<file path="src/rtl/riscv_pkg.sv">
// riscv_pkg -- shared definitions for the boot-time memory loader.
//   ld_state_t : loader FSM state encoding
//   TGT_IMEM / TGT_DMEM : target-select byte codes at the head of a load stream
// Build option MEM_LOADER_CHECKSUM_EN adds the trailing checksum state.
package riscv_pkg;

   typedef enum logic [3:0] {
      ST_IDLE   = 4'd0,
      ST_TGT    = 4'd1,
      ST_CNT_LO = 4'd2,
      ST_CNT_HI = 4'd3,
      ST_DATA   = 4'd4,
      ST_WRITE  = 4'd5,
`ifdef MEM_LOADER_CHECKSUM_EN
      ST_CSUM   = 4'd6,
`endif
      ST_DONE   = 4'd7,
      ST_ERR    = 4'd8
   } ld_state_t;

   localparam logic [7:0] TGT_IMEM = 8'h00;
   localparam logic [7:0] TGT_DMEM = 8'h01;

endpackage

</file>
<file path="src/rtl/mem_loader.sv">
// mem_loader -- streams a program/data image from a byte channel into the
// instruction or data memory while holding the core in reset.
//
// Stream format: target byte (00=IMEM, 01=DMEM), 16-bit little-endian word
// count, then count*4 data bytes (little-endian words). With the build macro
// MEM_LOADER_CHECKSUM_EN a final byte equal to the XOR of all data bytes
// follows; without it the session ends after the last word write.
//
// Ports
//   clk        : clock, rising edge
//   reset      : asynchronous active-low reset
//   start      : one-cycle pulse, begins a session from IDLE/DONE/ERR
//   s_data     : stream byte
//   s_valid    : stream byte valid
//   s_ready    : loader accepts a byte this cycle
//   imem_we    : instruction-memory word write strobe
//   dmem_we    : data-memory word write strobe
//   mem_addr   : word address of the current write
//   mem_wdata  : assembled write word
//   core_hold  : keeps the core in reset (low only in DONE)
//   done       : session completed (held until next start)
//   err        : session aborted (held until next start)
module mem_loader
   import riscv_pkg::*;
#(
   parameter int ADDR_W = 10
) (
   input  logic              clk,
   input  logic              reset,
   input  logic              start,
   input  logic [7:0]        s_data,
   input  logic              s_valid,
   output logic              s_ready,
   output logic              imem_we,
   output logic              dmem_we,
   output logic [ADDR_W-1:0] mem_addr,
   output logic [31:0]       mem_wdata,
   output logic              core_hold,
   output logic              done,
   output logic              err
);

   // Largest legal word count is the full memory depth.
   localparam logic [16:0] MAX_CNT = 17'(2 ** ADDR_W);

   // State entered once all words are written (or when count is zero).
`ifdef MEM_LOADER_CHECKSUM_EN
   localparam ld_state_t FIN_ST = ST_CSUM;
`else
   localparam ld_state_t FIN_ST = ST_DONE;
`endif

   ld_state_t         state, state_nx;
   logic [7:0]        cnt_lo;
   logic [15:0]       remain;
   logic [ADDR_W-1:0] addr;
   logic [31:0]       wdata;
   logic [1:0]        byte_idx;
   logic              tgt_dmem;
`ifdef MEM_LOADER_CHECKSUM_EN
   logic [7:0]        csum;
`endif

   logic        xfer;
   logic        sess_go;
   logic [15:0] cnt_full;

   assign xfer     = s_valid & s_ready;
   assign cnt_full = {s_data, cnt_lo};
   // A start is only honoured from a resting state.
   assign sess_go  = start & ((state == ST_IDLE) | (state == ST_DONE) | (state == ST_ERR));

   always_ff @(posedge clk or negedge reset) begin
      if (!reset) state <= ST_IDLE;
      else        state <= state_nx;
   end

   always_comb begin
      state_nx = state;
      s_ready  = 1'b0;
      case (state)
         ST_IDLE: begin
            if (start) state_nx = ST_TGT;
         end
         ST_TGT: begin
            s_ready = 1'b1;
            if (xfer) begin
               if (s_data == TGT_IMEM || s_data == TGT_DMEM) state_nx = ST_CNT_LO;
               else                                          state_nx = ST_ERR;
            end
         end
         ST_CNT_LO: begin
            s_ready = 1'b1;
            if (xfer) state_nx = ST_CNT_HI;
         end
         ST_CNT_HI: begin
            s_ready = 1'b1;
            if (xfer) begin
               if ({1'b0, cnt_full} > MAX_CNT) state_nx = ST_ERR;
               else if (cnt_full == 16'd0)     state_nx = FIN_ST;
               else                            state_nx = ST_DATA;
            end
         end
         ST_DATA: begin
            s_ready = 1'b1;
            if (xfer && byte_idx == 2'd3) state_nx = ST_WRITE;
         end
         ST_WRITE: begin
            if (remain == 16'd1) state_nx = FIN_ST;
            else                 state_nx = ST_DATA;
         end
`ifdef MEM_LOADER_CHECKSUM_EN
         ST_CSUM: begin
            s_ready = 1'b1;
            if (xfer) state_nx = (s_data == csum) ? ST_DONE : ST_ERR;
         end
`endif
         ST_DONE: begin
            if (start) state_nx = ST_TGT;
         end
         ST_ERR: begin
            if (start) state_nx = ST_TGT;
         end
         default: state_nx = ST_IDLE;
      endcase
   end

   always_ff @(posedge clk or negedge reset) begin
      if (!reset) begin
         cnt_lo   <= 8'h00;
         remain   <= 16'h0000;
         addr     <= '0;
         wdata    <= 32'h0;
         byte_idx <= 2'd0;
         tgt_dmem <= 1'b0;
`ifdef MEM_LOADER_CHECKSUM_EN
         csum     <= 8'h00;
`endif
      end else if (sess_go) begin
         cnt_lo   <= 8'h00;
         remain   <= 16'h0000;
         addr     <= '0;
         wdata    <= 32'h0;
         byte_idx <= 2'd0;
         tgt_dmem <= 1'b0;
`ifdef MEM_LOADER_CHECKSUM_EN
         csum     <= 8'h00;
`endif
      end else begin
         case (state)
            ST_TGT:    if (xfer) tgt_dmem <= (s_data == TGT_DMEM);
            ST_CNT_LO: if (xfer) cnt_lo <= s_data;
            ST_CNT_HI: if (xfer) remain <= cnt_full;
            ST_DATA: begin
               if (xfer) begin
                  // Bytes of the previous word are overwritten in place;
                  // the full word is stable through the WRITE cycle.
                  wdata[{byte_idx, 3'b000} +: 8] <= s_data;
                  byte_idx <= byte_idx + 2'd1;
`ifdef MEM_LOADER_CHECKSUM_EN
                  csum <= csum ^ s_data;
`endif
               end
            end
            ST_WRITE: begin
               remain <= remain - 16'd1;
               // Hold the address on the final word so a full-depth load
               // leaves mem_addr at the last location instead of wrapping.
               if (remain != 16'd1) addr <= addr + ADDR_W'(1);
            end
            default: ;
         endcase
      end
   end

   assign imem_we   = (state == ST_WRITE) & ~tgt_dmem;
   assign dmem_we   = (state == ST_WRITE) &  tgt_dmem;
   assign mem_addr  = addr;
   assign mem_wdata = wdata;
   assign core_hold = (state != ST_DONE);
   assign done      = (state == ST_DONE);
   assign err       = (state == ST_ERR);

endmodule

</file>
<file path="config.mk">
export PLATFORM = sky130hd
export DESIGN_NAME = mem_loader
export DESIGN_NICKNAME = d
export VERILOG_FILES = /design/src/rtl/riscv_pkg.sv /design/src/rtl/mem_loader.sv
export SDC_FILE = /design/constraint.sdc
export NUM_CORES = 1
export LEC_CHECK = 0
export CAP_MARGIN = 25
export CORE_UTILIZATION = 65
export CTS_CLUSTER_SIZE = 25
export DETAILED_ROUTE_END_ITERATION = 8
export DONT_BUFFER_PORTS = 1
export GPL_TIMING_DRIVEN = 0
export PLACE_DENSITY_LB_ADDON = 0.15
export SYNTH_ARGS = -nofsm -noshare
export SYNTH_HDL_FRONTEND = slang
export SYNTH_SLANG_ARGS = --single-unit
</file>
<file path="constraint.sdc">
create_clock -name clk -period 3.3 [get_ports clk]
set_input_delay 0.825 -clock clk [delete_from_list [all_inputs] [get_ports clk]]
set_output_delay 0.825 -clock clk [all_outputs]
set_load 0.05 [all_outputs]
</file>
Word level (Yosys, flattened, before mapping)

Cells that the tools add are included.

Word-level logic and storage cells: 89
Output and inout bits: 48
Input port bits: 12
Bits in registers: 73

Reduce and logical (&&, ||, !) cells: 20
$lt $le $gt $ge: 1
Shift-type cells: 2
Add/sub/neg operators: 4
Equality and inequality tests: 18
Bitwise gates (word level): 7
Muxes and demuxes: 30

Operators by type and width:

| operator               | count |
|---|---|
| $mux 32                | 3 |
| $bwmux 32              | 1 |
| $mux 16                | 2 |
| $pmux 16 s2            | 1 |
| $shift 8x7->32 const A | 1 |
| $shiftx 8x7->32        | 1 |
| $mux 10                | 3 |
| $mux 4                 | 7 |
| $mux 8                 | 3 |
| $pmux 4 s6             | 1 |
| $eq 16x1->1 const B    | 1 |
| $gt 16x11->1 const B   | 1 |
| $logic_not 16->1       | 1 |
| $ne 16x1->1 const B    | 1 |
| $sub 16x1->16 const B  | 1 |
| $eq 4x3->1 const B     | 3 |
| $reduce_bool 2->1      | 6 |
| $add 10x1->10 const B  | 1 |
| $mux 2                 | 5 |
| $reduce_and 2->1       | 5 |
| $eq 4x2->1 const B     | 2 |
| $eq 8x1->1 const B     | 1 |
| $logic_not 8->1        | 1 |
| $ne 2x2->1 const B     | 4 |
| other kinds (19)       | 26 |

Depth between registers and ports, before layout

Gate-level depths: netlist of run 1.

Word-level depth: 7
Depth in mapped cells: 10
Mapped depth without buffers: 7

Worst setup path after synthesis of run 1

Ideal clock, no wire load.

Kind: flip-flop to output port
Start: register state[3]
End: output port err
Required time: 2475 ps
Path buffers: 1
Data arrival time: 2287 ps
Path slack: 188 ps
Cell stages (with the launch flop): 3
Cells stage by stage: dfrtp_1 > clkbuf_1 > nor4b_1

Cells in the longest elaborated chain, start to end: 1

RTL lines:

| what                   | line              | RTL |
|---|---|---|
| start, declared        | mem_loader.sv:53  | `ld_state_t state, state_nx;` |
| start signal, assigned | mem_loader.sv:75  | `else state <= state_nx;` |
| $eq 4x4->1             | mem_loader.sv:182 | `assign err = (state == ST_ERR);` |
| end, declared          | mem_loader.sv:40  | `output logic err` |

No other way between the ends.

Worst setup path in the final report of run 1

Start: register state[0]
End: output port imem_we

Cells in the longest elaborated chain, start to end: 2

RTL lines:

| what          | line              | RTL |
|---|---|---|
| $eq 4x3->1    | mem_loader.sv:176 | `assign imem_we = (state == ST_WRITE) & ~tgt_dmem;` |
| $and 1x1->1   | mem_loader.sv:176 |  |
| end, declared | mem_loader.sv:34  | `output logic imem_we,` |

No other way between the ends.

==> results.toml, run 1 <==
[synthesis]
async_flop_share = 1.00
ys_seq_elements = 73
synthFlopType = "dfrtp_1"
syn_inst = 385
synth_seq_area_share = 0.494
synth_area_sq_um = 3690
synth_top_cell_by_area = "dfrtp_1"
synth_edf_count = 0
ys_warn_count = 0
synth.avg_cell_area_sq_um = 9.60
synth_top_area_frac = 0.494
yosysUniqueCellTypes = 52
synth_area_leaders = "dfrtp_1 (49%), a22o_1 (7.8%), o21ai_0 (5.6%)"
syn-num-nets = 405

[floorplan]
core_area_sq_um = 5510
floorplan.initialDensity = 0.671
dieArea_sq_um = 5990
rows = 27
die_h_microns = 77.4
ioPinCount = 60
chipWidth_microns = 77.4

[timing]
max-slew-margin-rel = 0.379
finalMaxSlewViolations = 0
grt_setup_unrepaired = "false"
fin_crit_sh = 0.939
finalCriticalPeriod_ps = 3100
setup_tns_ps = 0
setup_viol = 0
hold_viol = 0
fmax_mhz = 323
setup_slack_ps = 200
finalClockSkew_ps = 13.3
tightest_slew_ps = 929

[finish]
multi_input_area_sq_um = 1720
regArea_sq_um = 1830
nFillCells = 401
area_delta_synth_final_pct = 8.91
fin_cells = 474
fin_nets = 417
n_antenna_cell = 0
layout-drive-gt1-share = 0.104

[grt]
grt_max_degree = 74
grt.overflow.total = 0
grt_usage = 0.327
antenna_found_initial = 0
grt_first_pass_wirelength_microns = 15000
grt_pass1_vias = 2976

[drt]
vias_per_cell = 6.53
wl_met1_microns = 3830
drt_pre_antenna_iters = 5
met3_length_microns = 740
drt_iter0_markers = 309
wl_microns = 8940
ant_nets = 0
met2WireLength_microns = 4090
routed-via-count = 3096
wire_per_inst_microns = 18.9
drc = 0
highest_layer = "met4"

[clocking]
cts_tree = "built"
cts_max_level = 3
cts_resized = 0
clkTransAtPathRegs_ps = 90
cts-hold-fix-buffers = 0
cts_buffers = 9
cts_buffer_depth = 2
cts_setup_buffers = 0
clock-sinks = 73
ctsRootBufferMaster = "clkbuf_8"
clkLatencyLatePin_ps = 370

[worst_setup_path]
crit_required_ps = 2470
worstSetupPathType = "flop to output pin"
setup.worst_path.end_class = "output pin"
cp_max_fo = 10
cp-start-kind = "flop"
cp.arrival_ps = 2280

[power]
p_total_mw = 2.07
ir_worst_vdd_mv = 0.524
power.static_leakage_nw = 1.81
power.density_nw_per_um2 = 514

[placement]
post-place-ws_ps = 612
placed_cells = 458
hpwl_microns = 5960
port_buffers = 0
gp_congestion = 0.934

[status]
status = "completed"

[run]
cap_violations = 0

[worst_hold_path]
hp-class = "input port to asynchronous set/reset pin"
layout make-up:
cell class | instances | share of cell area
clock buffers | 9 | 0.0308
plain buffers | 25 | 0.0302
clock inverters | 7 | 0.0252
flip-flops and latches | 73 | 0.454
well taps | 72 | 0.0224
inverters | 9 | 0.00871
repair buffers | 1 | 0.00187
multi-input cells | 278 | 0.427
cell usage after synthesis (5+ instances only):
cell type / number
clkbuf_1: 12
xor2_1: 9
dfrtp_1: 73
a21oi_1: 22
nor4_1: 5
nand4_1: 8
a22o_1: 33
and3_1: 7
ha_1: 8
inv_1: 7
a22oi_1: 5
nor2_1: 43
nor3_1: 15
nand2_1: 29
buf_2: 8
o21ai_0: 41
routing by layer:
metal  vias to the layer above  global-route usage
li1                       1423                   -
met1                      1487               0.440
met2                       153               0.492
met3                        33              0.0788
met4                         0               0.174
met5                         -                   0
path summary, 6_finish.rpt:
kind,start,end,slack [ps],cells past startpoint
min reg2reg,remain[15]$_DFFE_PN0P_,remain[15]$_DFFE_PN0P_,530,2
min,reset,mem_wdata[20]$_DFFE_PN0P_,140,0
min in group clk,remain[15]$_DFFE_PN0P_,remain[15]$_DFFE_PN0P_,530,2
max reg2reg,state[3]$_DFFE_PN0P_,remain[12]$_DFFE_PN0P_,850,9
max,state[0]$_DFFE_PN0P_,imem_we,200,5
max in group asynchronous,reset,remain[5]$_DFFE_PN0P_,3050,0
critical path: stages (launching register included):
cell,delay [ps]
dfrtp_1,370
buf_2,210
nand4bb_1,120
clkbuf_1,170
clkbuf_1,270
nor2_1,770
layout by cell type (no fill, tap or decap), types with 3 or more instances in the layout:
master    netlist  routed
dfrtp_1        73      73
nor2_1         43      43
o21ai_0        41      41
a22o_1         33      33
nand2_1        29      29
a21oi_1        22      22
nor3_1         15      15
clkbuf_1       12      12
xor2_1          9       9
clkbuf_8        0       9
buf_2           8       8
nand4_1         8       8
ha_1            8       8
inv_1           7       7
and3_1          7       7
a22oi_1         5       5
nor4_1          5       5
nand2b_1        4       4
nand3_1         4       4
o31ai_1         4       4
nor3b_1         4       4
buf_4           2       3
nor2b_1         3       3
or4_1           3       3
cells by family (layout without fill, tap and decap cells):
family                   count (synthesis)  after routing  synth area share
flip-flops                              73             73             0.494
AND/OR/NAND/NOR                        140            140             0.196
multiplexers                             4              4            0.0115
XOR/XNOR                                10             10            0.0237
buffers and inverters                   34             51            0.0423
AO/OA/AOI/OAI                          115            115             0.202
adder cells (fa/ha/maj)                  9              9            0.0298
stage by stage:
step | hold WS [ps] | util | area (sq um)
5_1_grt | 135 | 0.731 | 4020
3_5_place_dp | 504 | 0.690 | 3800
3_3_place_gp | 500 | 0.687 | 3780
6_report | 141 | 0.731 | 4020
2_1_floorplan | 479 | - | 3690
4_1_cts | 139 | 0.731 | 4020
report_power, final:
| part | internal (mW) | total (mW) | switching [mW] |
|---|---|---|---|
| Combinational | 0.0967 | 0.338 | 0.241 |
| Clock | 0.432 | 0.806 | 0.374 |
| Sequential | 0.908 | 0.924 | 0.0154 |
| Total | 1.44 | 2.07 | 0.630 |
sequential cells by signal, indices dropped and copies added, names as in the netlist:
register and flops:
mem_wdata 32, mem_addr 10, state 4, cnt_lo 8
byte_idx 2, tgt_dmem 1, remain 16
Power figures use the tool's default switching activity.
==> inputs of run 2 (changes only) <==
Settings changed: GPL_TIMING_DRIVEN 0 to default.
==> run 2 against run 1 <==
Via count fell by 4.1%. Worst setup slack improved by 410 ps. Final area decreased by 2.3%. Register-to-register slack worse by 240 ps. Sequential share of layout area rose by 1.1 points. Flip-flop and latch count unchanged. Total power shrank 4.2%. Routed wire length is 5.5% lower. Count of clock-buffer cells in the layout rose by 1. Critical endpoint is now remain[4]$_DFFE_PN0P_. Largest cell class unchanged.
==> results.toml, run 2 (same netlist as run 1, synthesis figures left out) <==
[status]
status = "completed"

[drt]
wire_per_inst_microns = 18.6
drc = 0
drt_iter0_markers = 232
drt_pre_antenna_iters = 5
wl_microns = 8450
routed-via-count = 2969
ant_nets = 0
vias_per_cell = 6.53

[floorplan]
rows = 27
die_h_microns = 77.4
core_area_sq_um = 5510
ioPinCount = 60
chipWidth_microns = 77.4
dieArea_sq_um = 5990
floorplan.initialDensity = 0.671

[timing]
max-slew-margin-rel = 0.538
hold_viol = 0
finalCriticalPeriod_ps = 2690
finalClockSkew_ps = 8.51
setup_tns_ps = 0
grt_setup_unrepaired = "false"
tightest_slew_ps = 682
setup_viol = 0
fin_crit_sh = 0.815
fmax_mhz = 372
finalMaxSlewViolations = 0
setup_slack_ps = 611

[finish]
area_delta_synth_final_pct = 6.43
regArea_sq_um = 1830
multi_input_area_sq_um = 1720
fin_nets = 398
largest_reg_flops = 32
final_cell_mix = "dfrtp_1 (73), nor2_1 (43), o21ai_0 (41)"
nFillCells = 397
layout_commonest_cell = "dfrtp_1"
layout-drive-gt1-share = 0.0914
n_antenna_cell = 0

[worst_setup_path]
crit_required_ps = 3500
setup.worst_path.end_class = "flop"
worstSetupPathType = "flop to flop"
cp_max_fo = 17
cp.arrival_ps = 2890
rr_worst_depth = 7
cp-start-kind = "flop"

[clocking]
clkTransAtPathRegs_ps = 80
cts_tree = "built"
cts_max_level = 3
cts_buffer_depth = 2
cts_setup_buffers = 0
ctsRootBufferMaster = "clkbuf_8"
cts-hold-fix-buffers = 0
clkLatencyLatePin_ps = 340
cts_resized = 0
cts_buffers = 9
clock-sinks = 73

[power]
pwr-share-clk = 0.372
ir_worst_vdd_mv = 0.438
power_frac_comb = 0.148
p_total_mw = 1.98
switching_share = 0.304
p_switching_mw = 0.602
intPower_mw = 1.38
power.static_leakage_nw = 1.76
power_frac_seq = 0.480
power.density_nw_per_um2 = 503

[grt]
grt_pass1_vias = 2865
grt.overflow.total = 0
grt_max_degree = 74
antenna_found_initial = 0
grt_usage = 0.305
grt_first_pass_wirelength_microns = 14200

[placement]
port_buffers = 0
gp_congestion = 0.879
hpwl_microns = 5680
post-place-ws_ps = 618

[worst_hold_path]
hp-class = "input port to asynchronous set/reset pin"

[run]
cap_violations = 0
## run 2: changes by cell type in the layout (fill, tap and decap cells not counted), sizes merged
cell and delta:
buf -5, bufinv -1, clkbuf -13, clkinvlp -1, inv +1
## run 2: metal layers
layer  global-route usage  share of wire  vias to the layer above
met3               0.0812          0.065                       10
met4               0.0925         0.0095                        0
met5                    0              0                        -
met2                0.465           0.47                      120
li1                     -              -                     1383
met1                0.428           0.46                     1456
## run 2: final timing paths
kind	slack, ps	to	start
hold / removal	160	mem_wdata[20]$_DFFE_PN0P_	reset
setup reg to reg	610	remain[4]$_DFFE_PN0P_	state[2]$_DFFE_PN0P_
setup / recovery	610	remain[4]$_DFFE_PN0P_	state[2]$_DFFE_PN0P_
hold reg to reg	530	remain[15]$_DFFE_PN0P_	remain[15]$_DFFE_PN0P_
min in group clk	530	remain[15]$_DFFE_PN0P_	remain[15]$_DFFE_PN0P_
max in group asynchronous	3040	state[2]$_DFFE_PN0P_	reset
## run 2: stage by stage
| step | std cells | instance area (sq um) | hold slack, ps | utilization |
|---|---|---|---|---|
| 4_1_cts | 455 | 3930 | 152 | 0.714 |
| 3_3_place_gp | 439 | 3720 | 503 | 0.676 |
| 3_5_place_dp | 439 | 3720 | 509 | 0.676 |
| 5_1_grt | 455 | 3930 | 142 | 0.714 |
| 6_report | 455 | 3930 | 164 | 0.714 |
| 2_1_floorplan | 385 | 3690 | 479 | - |
## run 2: layout make-up
type	instances	area share
sequential	73	0.465
clock inverter	6	0.0185
multi-input combinational	278	0.437
clock buffer	10	0.0350
tap	72	0.0229
timing repair buffer	7	0.0134
inverter	9	0.00891
## run 2: power by group through the flow
stage          clock [mW]  sequential [mW]  combinational (mW)
2_1_floorplan           0            0.937               0.259
3_3_place_gp            0            0.965               0.284
3_5_place_dp            0            0.969               0.288
4_1_cts             0.750            0.949               0.290
5_1_grt             0.783            0.955               0.324
6_report            0.737            0.950               0.293
## run 2: critical path, stage by stage (launching register included)
cell      delay [ps]
dfrtp_1          630
nand2b_1         150
or3_4            450
clkinv_2         210
o21a_1           510
nor2b_2          260
o21ai_0          220
o21ai_0          110
